<file path="config.mk">
export PLATFORM = sky130hd
export DESIGN_NAME = riscv_hazard_ctrl
export DESIGN_NICKNAME = d
export VERILOG_FILES = /design/src/rtl/riscv_hazard_ctrl.sv
export SDC_FILE = /design/constraint.sdc
export NUM_CORES = 1
export LEC_CHECK = 0
export ABC_AREA = 0
export ABC_CLOCK_PERIOD_IN_PS = 2800
export CAP_MARGIN = 20
export CORE_MARGIN = 2
export CORE_UTILIZATION = 48
export DETAILED_ROUTE_END_ITERATION = 12
export GPL_ROUTABILITY_DRIVEN = 0
export GPL_TIMING_DRIVEN = 0
export HOLD_SLACK_MARGIN = 0.02
export PLACE_DENSITY = 0.8
export SLEW_MARGIN = 20
export SYNTH_ARGS = -nofsm -noshare
export SYNTH_HDL_FRONTEND = slang
export SYNTH_SLANG_ARGS = --single-unit
</file>
<file path="constraint.sdc">
create_clock -name clk_i -period 2.8 [get_ports clk_i]
set_clock_uncertainty 0.05 [all_clocks]
set_input_delay 0.28 -clock clk_i [delete_from_list [all_inputs] [get_ports clk_i]]
set_output_delay 0.28 -clock clk_i [all_outputs]
set_load 0.01 [all_outputs]
</file>
<file path="src/rtl/riscv_hazard_ctrl.sv">
// Pipeline sequencing controller: stalls, bubbles, flushes, redirects,
// EX operand forwarding and saturating stall/flush counters.
module riscv_hazard_ctrl #(
    parameter int REGFILE_COUNT = 32,
    parameter int CNT_WIDTH     = 32,
    parameter int MAX_WAIT      = 64,
    localparam int RW           = $clog2(REGFILE_COUNT)
) (
    input  logic                 clk_i,
    input  logic                 rst_i,
    input  logic [RW-1:0]        rs1_ID_i,
    input  logic [RW-1:0]        rs2_ID_i,
    input  logic                 rs1_used_i,
    input  logic                 rs2_used_i,
    input  logic [RW-1:0]        rs1_EX_i,
    input  logic [RW-1:0]        rs2_EX_i,
    input  logic [RW-1:0]        rd_EX_i,
    input  logic                 reg_write_EX_i,
    input  logic                 mem_read_EX_i,
    input  logic [RW-1:0]        rd_MEM_i,
    input  logic                 reg_write_MEM_i,
    input  logic [RW-1:0]        rd_WB_i,
    input  logic                 reg_write_WB_i,
    input  logic                 branch_taken_i,
    input  logic                 mem_busy_i,
    input  logic                 cnt_clr_i,
    output logic                 stall_IF_o,
    output logic                 stall_ID_o,
    output logic                 stall_EX_o,
    output logic                 stall_MEM_o,
    output logic                 bubble_EX_o,
    output logic                 bubble_WB_o,
    output logic                 flush_ID_o,
    output logic                 flush_EX_o,
    output logic                 flush_MEM_o,
    output logic                 redirect_o,
    output logic [1:0]           fwd_a_sel_o,
    output logic [1:0]           fwd_b_sel_o,
    output logic                 timeout_o,
    output logic [CNT_WIDTH-1:0] stall_cnt_o,
    output logic [CNT_WIDTH-1:0] flush_cnt_o
);

    typedef enum logic {
        RUN,
        MEM_WAIT
    } state_t;

    localparam logic [1:0]  FWD_RF  = 2'b00;
    localparam logic [1:0]  FWD_MEM = 2'b01;
    localparam logic [1:0]  FWD_WB  = 2'b10;
    localparam logic [15:0] MAX_W   = 16'(MAX_WAIT);
    localparam logic [RW-1:0] X0    = '0;

    state_t         state;
    state_t         state_nxt;
    logic           pending;
    logic           pending_nxt;
    logic [15:0]    wait_cnt;
    logic [15:0]    wait_cnt_nxt;
    logic           timeout;
    logic           timeout_nxt;
    logic [CNT_WIDTH-1:0] stall_cnt;
    logic [CNT_WIDTH-1:0] flush_cnt;

    logic lu;
    logic redir;
    logic sel_wait;
    logic sel_redir;
    logic sel_lu;

    function automatic logic [1:0] fwd_pick(
        input logic [RW-1:0] rs,
        input logic [RW-1:0] rd_mem,
        input logic          we_mem,
        input logic [RW-1:0] rd_wb,
        input logic          we_wb
    );
        logic [1:0] sel;
        sel = FWD_RF;
        if (we_mem && rd_mem != X0 && rd_mem == rs) begin
            sel = FWD_MEM;
        end else if (we_wb && rd_wb != X0 && rd_wb == rs) begin
            sel = FWD_WB;
        end
        return sel;
    endfunction

    always_comb begin
        fwd_a_sel_o = FWD_RF;
        fwd_b_sel_o = FWD_RF;
        if (!rst_i) begin
            fwd_a_sel_o = fwd_pick(rs1_EX_i, rd_MEM_i, reg_write_MEM_i,
                                   rd_WB_i, reg_write_WB_i);
            fwd_b_sel_o = fwd_pick(rs2_EX_i, rd_MEM_i, reg_write_MEM_i,
                                   rd_WB_i, reg_write_WB_i);
        end
    end

    assign lu = mem_read_EX_i && reg_write_EX_i && rd_EX_i != X0 &&
                ((rs1_used_i && rd_EX_i == rs1_ID_i) ||
                 (rs2_used_i && rd_EX_i == rs2_ID_i));

    assign redir = branch_taken_i || pending;

    // Mutually exclusive selects encode busy > redirect > load-use.
    assign sel_wait  = mem_busy_i;
    assign sel_redir = !mem_busy_i && redir;
    assign sel_lu    = !mem_busy_i && !redir && lu;

    always_comb begin
        stall_IF_o  = 1'b0;
        stall_ID_o  = 1'b0;
        stall_EX_o  = 1'b0;
        stall_MEM_o = 1'b0;
        bubble_EX_o = 1'b0;
        bubble_WB_o = 1'b0;
        flush_ID_o  = 1'b0;
        flush_EX_o  = 1'b0;
        flush_MEM_o = 1'b0;
        redirect_o  = 1'b0;
        if (!rst_i) begin
            unique case (1'b1)
                sel_wait: begin
                    stall_IF_o  = 1'b1;
                    stall_ID_o  = 1'b1;
                    stall_EX_o  = 1'b1;
                    stall_MEM_o = 1'b1;
                    bubble_WB_o = 1'b1;
                end
                sel_redir: begin
                    redirect_o  = 1'b1;
                    flush_ID_o  = 1'b1;
                    flush_EX_o  = 1'b1;
                    flush_MEM_o = 1'b1;
                end
                sel_lu: begin
                    stall_IF_o  = 1'b1;
                    stall_ID_o  = 1'b1;
                    bubble_EX_o = 1'b1;
                end
                default: begin
                end
            endcase
        end
    end

    always_comb begin
        state_nxt = state;
        unique case (state)
            RUN:      if (mem_busy_i) state_nxt = MEM_WAIT;
            MEM_WAIT: if (!mem_busy_i) state_nxt = RUN;
            default:  state_nxt = RUN;
        endcase
    end

    always_comb begin
        wait_cnt_nxt = 16'd0;
        if (mem_busy_i) begin
            wait_cnt_nxt = (&wait_cnt) ? wait_cnt : wait_cnt + 16'd1;
        end
    end

    always_comb begin
        pending_nxt = pending;
        if (mem_busy_i && branch_taken_i) begin
            pending_nxt = 1'b1;
        end else if (sel_redir) begin
            pending_nxt = 1'b0;
        end
    end

    // Sticky flag: only reset can clear it.
    assign timeout_nxt = timeout ||
                         (state_nxt == MEM_WAIT && wait_cnt_nxt >= MAX_W);

    always_ff @(posedge clk_i) begin
        if (rst_i) begin
            state    <= RUN;
            pending  <= 1'b0;
            wait_cnt <= 16'd0;
            timeout  <= 1'b0;
        end else begin
            state    <= state_nxt;
            pending  <= pending_nxt;
            wait_cnt <= wait_cnt_nxt;
            timeout  <= timeout_nxt;
        end
    end

    always_ff @(posedge clk_i) begin
        if (rst_i || cnt_clr_i) begin
            stall_cnt <= '0;
            flush_cnt <= '0;
        end else begin
            if (stall_IF_o && !(&stall_cnt)) begin
                stall_cnt <= stall_cnt + 1'b1;
            end
            if (redirect_o && !(&flush_cnt)) begin
                flush_cnt <= flush_cnt + 1'b1;
            end
        end
    end

    assign timeout_o   = timeout;
    assign stall_cnt_o = stall_cnt;
    assign flush_cnt_o = flush_cnt;

endmodule
</file>
# Word level (Yosys, flattened, before mapping)
# Index checks and enable logic that the tools add are counted.
dict set report classes {
  n_eq_ne 6
  reduce_logical 34
  magnitude_cmp 1
  add_sub_neg 3
  mux 18
}
# cell n
set op_table {}
lappend op_table {{adder 32 x 1 -> 32 bit, second input constant} 2}
lappend op_table {{AND reduction 32 bit} 2}
lappend op_table {{2-to-1 mux 16 bit} 2}
lappend op_table {{== test 5 bit} 6}
lappend op_table {{logical AND 1 bit} 18}
lappend op_table {{adder 16 x 1 -> 16 bit, second input constant} 1}
lappend op_table {{>= comparator 16 x 7 -> 1 bit, second input constant} 1}
lappend op_table {{AND reduction 16 bit} 1}
lappend op_table {{nonzero test 5 bit} 3}
lappend op_table {{2-to-1 mux 2 bit} 6}
lappend op_table {{2-to-1 mux 1 bit} 10}
lappend op_table {{logical NOT 1 bit} 4}
lappend op_table {{logical OR 1 bit} 4}
lappend op_table {{nonzero test 2 bit} 1}
lappend op_table {{OR reduction 2 bit} 1}
dict set report word_totals {
  wordCells 67
  input_bits 46
  output_inout_bits 79
  register_bits 82
}

# Depth between registers and ports, before layout
# Gate-level depths: netlist (run 1).
dict set report logic_depth {
  word_depth 9
  mapped_depth 9
  mapped_depth_nobuf 7
}

# Least setup slack after synthesis (run 1)
# No wires, ideal clock.
dict set report synth_timing {
  path_type {flip-flop to flip-flop}
  start {register stall_cnt[10], in the netlist stall_cnt_o[10]}
  end {register stall_cnt[3], in the netlist stall_cnt_o[3]}
  t_arrival_ns 2.120
  path_slack_ns 0.504
  path_buffers 2
  stages_incl_launch_ff 9
  setup_time_ns 0.125
  period_less_slack_ns 2.296
  required_time_ns 2.625
  cell_sequence {dfxtp_1 > nand2_1 > or4_4 > or4_4 > nand4_2 > buf_6 > buf_8 > xnor2_1 > nor2_2}
}
dict set report synth_between {
  elab_chain_cells 3
}
# item line
set synth_rtl {}
lappend synth_rtl {{start, declared} 63} ;# logic [CNT_WIDTH-1:0] stall_cnt;
lappend synth_rtl {{start signal, assigned} 197} ;# stall_cnt <= stall_cnt + 1'b1;
lappend synth_rtl {{AND reduction 32 bit} 196} ;# if (stall_IF_o && !(&stall_cnt)) begin
lappend synth_rtl {{logical NOT 1 bit} 196}
lappend synth_rtl {{logical AND 1 bit} 196}
# No other way between the ends.
# A chain may end at the register's enable or synchronous reset.

# Final worst setup path (run 1)
dict set report layout_timing {
  start {input rd_EX_i[4]}
  end {output stall_IF_o}
}
dict set report layout_between {
  elab_chain_cells 8
  word_cells_on_any_way 12
  cone_classes {eq/ne: 2; mux: 2; reduce/logical: 8}
}
# item line
set layout_rtl {}
lappend layout_rtl {{start, declared} 17} ;# input logic [RW-1:0] rd_EX_i,
lappend layout_rtl {{== test 5 bit, on equally long branches} {101, 102}}
lappend layout_rtl {{logical AND 1 bit, on equally long branches} {101, 102}}
lappend layout_rtl {{logical OR 1 bit} 101} ;# ((rs1_used_i && rd_EX_i == rs1_ID_i) ||
lappend layout_rtl {{logical AND 1 bit *} 100} ;# assign lu = mem_read_EX_i && reg_write_EX_i && rd_EX_i != X0 &&
lappend layout_rtl {{logical AND 1 bit *} 109} ;# assign sel_lu = !mem_busy_i && !redir && lu;
lappend layout_rtl {{OR reduction 2 bit (no line) *} --}
lappend layout_rtl {{2-to-1 mux 1 bit *} 123} ;# unique case (1'b1)
lappend layout_rtl {{2-to-1 mux 1 bit *} 122} ;# if (!rst_i) begin
lappend layout_rtl {{end, declared} 27} ;# output logic stall_IF_o,
# Mark *: on every way between the ends. The rest lies on a longest branch, timed or not.

==> results.txt, run 1 <==
* Iteration-0 DRC count of the detailed router: 203
- The synthesized netlist occupies a cell area of about 4400 um2.
* Clk sinks: 82
- Library cell contributing the largest single delay on the critical path: sky130_fd_sc_hd__or4_1
- Of the total power, the share spent switching nets is 0.248.
- Area enclosed by the die boundary: ~10000 um2
* Relative contribution of sequential cells to total power: 0.516
- Met1 GRT Util: 0.284
- Worst voltage drop across the vdd grid: between 0.0002 and 0.0003 V
- Clock H-tree levels: 3
- CP Cell Sequence: dlygate4sd2_1, or4_1, o211ai_1, nor4_2, or2_2, buf_4, clkdlybuf4s50_1
* Leading cell type in the layout, fill and taps excluded: sky130_fd_sc_hd__clkdlybuf4s50_1
- The Yosys step of the flow raised 0 warnings.
- Largest net degree at the start of global routing: 16
* Data required, critical path: 2.47 ns
- Along the worst path, the maximum fanout reaches 3.
* Remaining global-route overflow: 0
- In the layout the commonest cells are sky130_fd_sc_hd__clkdlybuf4s50_1 (117), sky130_fd_sc_hd__dfxtp_1 (82), sky130_fd_sc_hd__nor2_1 (59), sky130_fd_sc_hd__xnor2_1 (39), sky130_fd_sc_hd__nand2_1 (39).
- Counting tap cells, the placed design contains a total of 772 instances.
* Internal power consumption: 1700 uW
- Buffers inserted to repair hold after CTS numbered 0.
* Pwr per Cell Area: 377 nW/um2
- Die H: 99.9 um
* Share of layout cells above drive strength 1: 0.0680
- Filler cell count: ~760
- Mean instance size in the synthesized netlist: 8.23 um2
- STA classifies the critical path endpoint as an output pin.
- Unrepaired setup endpoints after global routing: no
- The kind of cell with the highest combined delay along the critical path is simple AND/OR/NAND/NOR gates.
* Core box area: ~9100 um2
* Sequential share of the synthesized area: 0.372
- For this design the static power due to leakage is 0.00191 uW.
* Synth-to-layout area growth: 36.2%
- Buffer levels on the longest clock path: 2
- The first global-routing pass estimated about 19000 um of wire.
- Layout Nets: 720
- TritonCTS clock tree: done
- Initial antenna violation count: 0
* Actual transition at the worst max-transition pin: a little under 0.8 ns
- Gr busiest metal: met2
- Pre-CTS setup slack: -0.210 ns
* Worst relative slew slack: 0.470
* Number of maximum-capacitance constraint violations: 0
- Synthesis-stage register bit count: 82
- Clock latency on the worst-skew pair: ~0.36 ns
- The via count of the first global-routing pass came to ~4300.
- Clock tree synthesis selected as its root buffer the cell sky130_fd_sc_hd__clkbuf_8.
* Initial standard-cell utilization of the core: 0.487
- On the worst path, the slowest cell contributes a delay of ~0.54 ns.
- Run status: finished clean
* Final standard cell count with taps included and fillers excluded: 787
* Horizontal die dimension: 99.9 um
- The detail route stage leaves a number of antenna-violating nets equal to 0.
- Count of buffer and inverter cells on the critical path: 3
* Final cycle utilization of the critical path: 0.952
- The floorplan has 35 rows.
* GRT met3 Usage: 0.0432
- Counting every net in the synthesized netlist gives 586.
- Number of flops mapped to enable cells by yosys: 0
- Post-CTS Setup Bufs: 0
- Period minus WS final: 2.67 ns
- Once detailed placement completed, the half-perimeter wirelength came to 8680 um.
* Final critical-path setup slack: 0.134 ns
- Share of flip-flops with an asynchronous set or reset: 0
- After detailed routing, the average wire length per cell comes to about 15 um.
* Syn Inst Count: 537
- For this block, the routed nets add up to 11600 um of wire.
- Area of the multi-input gates: around 2600 um2
- Startpoint type of the worst setup path: input pin
* Total number of vias: 4436
* Post-synth top flop: sky130_fd_sc_hd__dfxtp_1
* Max-slew violation count: 0
- Number of buffer cells added on primary ports: 124
- The first TritonRoute pass finished after 5 iterations.
- Psw: 562 uW
- Registers take 1640 um2.
* Number of top-level pins: 125
- Final hold viol count: 0
- For this run, global-route usage on met2 was measured as 0.409.
- The share of total power dissipated in combinational logic is 0.090.
- Post-synth cell types: 51
- Via-per-instance ratio: 5.64
- Min-Delay Path Class: input pin to register
* Path type of the worst setup path: input pin to output pin
* Max Freq: 375 MHz
* Number of setup violations in the final report: 0
- Total inserted antenna cells: 0
- Across every metal layer, demand over resource in global routing totals 0.235.
* DR DRC count: 0
* Clock Power Share: 0.394
- Data on the critical path arrives at its endpoint at 2.34 ns.
* CTS clock-pin slew for the worst setup and hold paths: 0.09 ns
- Counting the buffers created by CTS gives 9.
==> worst paths after layout <==
path                   startpoint               to  slack (ns)  depth (start not counted)
hold / removal         mem_busy_i        timeout_o        0.40                          3
setup / recovery       rd_EX_i[4]       stall_IF_o        0.13                          7
setup reg to reg  stall_cnt_o[10]  stall_cnt_o[26]        0.27                          7
hold reg to reg       wait_cnt[1]      wait_cnt[1]        0.44                          2
==> power by group through the flow <==
stage / combinational, uW / clock [uW] / sequential (uW)
global placement: 199 / 0 / 1200
global route: 220 / 958 / 1170
detailed placement: 205 / 0 / 1200
floorplan: 87.9 / 0 / 1200
finish: 204 / 892 / 1170
CTS: 205 / 906 / 1170
==> worst reg2reg max path, cell delays in order, from the launching register on <==
cell and delay (ns):
sky130_fd_sc_hd__dfxtp_1 0.44, sky130_fd_sc_hd__nand2_1 0.13, sky130_fd_sc_hd__or4_4 0.59, sky130_fd_sc_hd__or4_4 0.54, sky130_fd_sc_hd__nand4_2 0.19, sky130_fd_sc_hd__buf_2 0.25, sky130_fd_sc_hd__or3_1 0.14, sky130_fd_sc_hd__a21oi_1 0.06
==> state kept, by name, indices dropped and copies added (netlist names) <==
name         flops
flush_cnt_o     32
stall_cnt_o     32
wait_cnt        16
pending          1
timeout_o        1
==> stage by stage <==
step                setup TNS [ns]  hold slack [ns]  utilization  area [um2]  power, uW
floorplan                        0            0.381            -        4420       1290
global placement            -0.444            0.411        0.640        5800       1400
detailed placement          -0.464            0.428        0.640        5800       1400
CTS                              0            0.442        0.662        6000       2280
global route                     0            0.431        0.664        6020       2350
finish                           0            0.403        0.664        6020       2270
==> cell type report <==
type | instances | share of cell area
plain buffers | 26 | 0.0249
clock buffers | 10 | 0.0212
clock inverters | 6 | 0.0123
inverters | 4 | 0.00249
multi-input cells | 424 | 0.437
flip-flops and latches | 82 | 0.273
well taps | 111 | 0.0231
repair buffers | 124 | 0.206
==> synthesized netlist by cell type, types with 3 or more instances <==
library cell / n / area [um2]
sky130_fd_sc_hd__dfxtp_1: 82 / 1640
sky130_fd_sc_hd__nor2_1: 59 / 221
sky130_fd_sc_hd__nand2_1: 39 / 146
sky130_fd_sc_hd__xnor2_1: 39 / 342
sky130_fd_sc_hd__a21oi_1: 34 / 170
sky130_fd_sc_hd__nand3_1: 31 / 155
sky130_fd_sc_hd__xor2_1: 30 / 263
sky130_fd_sc_hd__or3_1: 27 / 169
sky130_fd_sc_hd__nand4_1: 19 / 119
sky130_fd_sc_hd__o21ai_0: 18 / 90.1
sky130_fd_sc_hd__clkbuf_1: 15 / 56.3
sky130_fd_sc_hd__or4_1: 13 / 97.6
sky130_fd_sc_hd__nor3_1: 11 / 55.1
sky130_fd_sc_hd__o21ai_1: 11 / 55.1
sky130_fd_sc_hd__and3_1: 10 / 62.6
sky130_fd_sc_hd__nor4_1: 10 / 62.6
sky130_fd_sc_hd__o31ai_1: 8 / 60.1
sky130_fd_sc_hd__and4_1: 7 / 61.3
sky130_fd_sc_hd__buf_4: 7 / 52.6
sky130_fd_sc_hd__and2_1: 5 / 31.3
sky130_fd_sc_hd__nor3b_1: 5 / 37.5
sky130_fd_sc_hd__or2_2: 5 / 31.3
sky130_fd_sc_hd__inv_1: 4 / 15.0
sky130_fd_sc_hd__a31oi_1: 3 / 18.8
sky130_fd_sc_hd__ha_1: 3 / 37.5
sky130_fd_sc_hd__mux2i_1: 3 / 30.0
sky130_fd_sc_hd__nand2b_1: 3 / 18.8
sky130_fd_sc_hd__o221ai_1: 3 / 26.3
==> metal layers <==
layer	wire length (um)	vias to the layer above
li1	-	2215
met1	5070	2060
met2	5700	139
met3	625	22
met4	248	0
met5	0	-
==> repair_timing <==
item                                    in CTS  in global routing
resized for setup                           10                  6
endpoints found under the setup margin       3                 12
pin swaps                                    2                  2
endpoints found under the hold margin        0                  0
==> cell families (layout without fill, tap and decap cells) <==
group                    after synthesis  count (layout)  share of synthesized area
flip-flops                            82              82                      0.372
AO/OA/AOI/OAI                         88              88                      0.116
adder cells (fa/ha/maj)                3               3                    0.00850
buffers and inverters                 31             170                     0.0371
XOR/XNOR                              69              69                      0.137
AND/OR/NAND/NOR                      259             259                      0.318
multiplexers                           5               5                     0.0119
Note: power is estimated with default switching activity, not from simulation.
==> run 2, diff against run 1 <==
- CORE_UTILIZATION: 48 -> 50
- CTS_BUF_LIST: unset -> sky130_fd_sc_hd__clkbuf_8
- PLACE_DENSITY: 0.8 -> 0.83
==> run 2 against run 1 <==
  * Die area decreased by 3.8%
  * Combinational power increased by 2%
  * Routed wire length increased by 0.11%
  * Critical path depth decreased by 1
  * Final cell count increased by 0.13%
  * Sequential cell count unchanged
  * Core utilization increased by 3.7 points
  * Sequential power about the same
  * Fmax increased by 0.86%
  * First-iteration DRC count decreased by 7.9%
  * Global-route usage increased by 0.55 points
  * Largest cell class unchanged
  * Highest routed layer unchanged
==> results.txt, run 2 (same netlist as run 1, synthesis figures left out) <==
- The clock buffer count from CTS came to 9 (unchanged).
- The worst register-to-register path begins at pending.
- The stage delay of the slowest cell on the critical path was 0.58 ns (+0.04 ns).
- The maximum buffer depth of the clock tree came to 2 (unchanged).
- The total congestion overflow after global routing is 0 (unchanged).
* Post-CTS Hold Buffers: 0 (unchanged)
- Final hold viol count: 0 (unchanged)
- Post-detailed-placement cell area: 5790 um2 (about the same)
* Number of top-level pins: 125 (unchanged)
- Horizontal die dimension: 98 um (-1.9%)
- Design area: 6050 um2 (+0.56%)
- Total number of vias: 4476 (+0.90%)
* Clock latency on the worst-skew pair: 0.36 ns (about the same)
* Number of buffer cells added on primary ports: 124 (unchanged)
* Worst voltage drop across the vdd grid: 0.000313 V (+25%)
- The number of violations of the max-capacitance limit was 0 (unchanged).
- The power per standard cell area was 373 nW/um2 (-1.0%).
- The worst setup path is captured at an output pin.
- The worst register-to-register path ends at stall_cnt_o[16].
* Cell family with the largest share of critical-path delay: buffers and inverters
- Static Leak: 0.00195 uW (+1.9%)
- The routed via count divided by cell count is 5.68 (+0.77%).
- STA classifies the critical path startpoint as an input pin.
* Core Rows: 34 (-2.9%)
* Global-route total usage across every layer: 0.240 (+0.00550)
- CTS clock-pin slew for the worst setup and hold paths: 0.09 ns (about the same)
- The die area came to 9600 um2 (-3.8%).
* Uppermost routed layer: met4
- The tightest min-delay check is of the register to register type.
- The wire length after detailed routing is 11600 um (+0.11%).
- Crit Path Max Fanout: 8 (+5)
* Clk sinks: 82 (unchanged)
* Cell chosen for the clock root: sky130_fd_sc_hd__clkbuf_8
- The signal on the critical path passes through clkdlybuf4s50_1, or3_1, clkbuf_1, inv_1, buf_4, clkdlybuf4s50_1.
- The slew at the pin with the worst max-slew slack is 0.655 ns (-0.132 ns).
- Worst Path Arrival: 2.31 ns (-0.03 ns)
* Largest net degree at the start of global routing: 16 (unchanged)
* Count of buffer and inverter cells on the critical path: 5 (+2)
* Crit path top cell by count: sky130_fd_sc_hd__clkdlybuf4s50_1
- Library cell contributing the largest single delay on the critical path: sky130_fd_sc_hd__clkdlybuf4s50_1
- Total half-perimeter wirelength after legalization and detailed placement: 8780 um (+1.2%)
- The final critical-path share of the clock period was 0.944 (-0.00811).
- The critical path depth came to 6 (-1).
* Commonest cells after routing, fill and taps aside: sky130_fd_sc_hd__clkdlybuf4s50_1 (120), sky130_fd_sc_hd__dfxtp_1 (82), sky130_fd_sc_hd__nor2_1 (58), sky130_fd_sc_hd__xnor2_1 (39), sky130_fd_sc_hd__nand2_1 (39)
- Layout Nets: 724 (+0.56%)
- Share of layout cells above drive strength 1: 0.0779 (+0.00989)
- The setup slack of the most critical reg-to-reg path is 0.23 ns (-0.04 ns).
* Run status: finished clean
- The critical path required time is 2.47 ns (about the same).
- TritonCTS clock tree: done
- The initial antenna violation count is 0 (unchanged).
- The critical path starts at mem_busy_i.
* WL/cell: 14.8 um (about the same)
- Path type of the worst setup path: input pin to output pin
- The number of cells traversed by the worst register-to-register path was 11 (+4).
- Leading cell type in the layout, fill and taps excluded: sky130_fd_sc_hd__clkdlybuf4s50_1
- Max Freq: 378 MHz (+0.86%)
* Wire length on met1: 5030 um (-0.79%)
- The number of violations reported at the end of detailed-routing iteration 0 came to 187 (-7.9%).
- The count of antenna diodes in the layout is 0 (unchanged).
- The final count of negative-setup-slack endpoints was 0 (unchanged).
- Metal2 WL: 5860 um (+2.9%)
* Number of nets still failing antenna checks after routing: 0 (unchanged)
* Global-route wire length before repair: 19400 um (+0.79%)
- Max-slew violation count: 0 (unchanged)
- Core box area: 8640 um2 (-4.7%)
* Setup tns final: 0 ns (unchanged)
- Number of global-route vias before repair: 4264 (-0.54%)
* Period minus WS final: 2.64 ns (-0.0227 ns)
- The area growth from synthesis to layout is 37.0%.
* Die H: 98 um (-1.9%)
- The relative max-transition margin was 0.559 (+0.0892).
* Routed met3 length: 599 um (-4.2%)
* DR DRC count: 0 (unchanged)
* Number of detailed-routing iterations run before antenna repair: 5 (unchanged)
* Unrepaired setup endpoints after global routing: no
* Critical Path Sink: flush_MEM_o
- Clock H-tree levels: 3 (unchanged)
- Initial standard-cell utilization of the core: 0.512 (+0.0242)
run 2: changes by cell type in the layout (fill, tap and decap cells not counted), moves of 2 or more:
cell,change
sky130_fd_sc_hd__buf_4,+4
sky130_fd_sc_hd__clkdlybuf4s50_1,+3
sky130_fd_sc_hd__clkbuf_1,-2
sky130_fd_sc_hd__dlygate4sd2_1,-3
sky130_fd_sc_hd__clkinv_2,+2
run 2: final cells by class:
class	count	area, um2
Buffer	26	151
Clock buffer	9	124
Clock inverter	7	76.3
Fill cell	698	2580
Inverter	4	15.0
Multi-Input combinational cell	424	2640
Sequential cell	82	1640
Tap cell	108	135
Timing Repair Buffer	128	1270
run 2: worst min path at each step:
stage	startpoint	endpoint	slack (ns)	depth (start not counted)
after global routing	stall_cnt_o[25]	stall_cnt_o[25]	0.47	2
after detailed placement	wait_cnt[1]	wait_cnt[1]	0.43	2
final	wait_cnt[1]	wait_cnt[1]	0.44	2
after floorplan	branch_taken_i	pending	0.38	2
after CTS	wait_cnt[1]	wait_cnt[1]	0.44	2
after global placement	wait_cnt[1]	wait_cnt[1]	0.41	2
run 2: per-stage QoR:
step                total power (uW)  hold WS [ns]  instances  setup WS, ns   util
finish                          2260         0.439        788         0.157  0.701
global route                    2340         0.465        788        0.0173  0.701
CTS                             2270         0.440        789        0.0138  0.698
detailed placement              1400         0.429        769        -0.209  0.671
global placement                1390         0.411        769        -0.133  0.671
floorplan                       1290         0.381        537         0.504      -
run 2: tightest hold or removal path: cells and delay by family (launching register included):
| family | cells | cell delay (ns) |
|---|---|---|
| AO/OA/AOI/OAI | 1 | 0.05 |
| flip-flops | 1 | 0.34 |
| AND/OR/NAND/NOR | 1 | 0.06 |
run 2: routing by layer:
layer / vias up / track usage
met5: - / 0
met4: 0 / 0.0652
met3: 16 / 0.0501
met2: 131 / 0.425
met1: 2098 / 0.296
li1: 2231 / -
run 2: repair_timing:
item / CTS / global route
setup endpoints to repair: 3 / 31
pin swaps: 1 / 1
gates resized for setup: 6 / 10
buffers inserted: 4 / 0
run 2: power by group:
part	switching, uW	internal [uW]	leakage [uW]
registers	2.70	1170	0.000661
logic	92.9	115	0.00118
clock network	457	420	0.000102
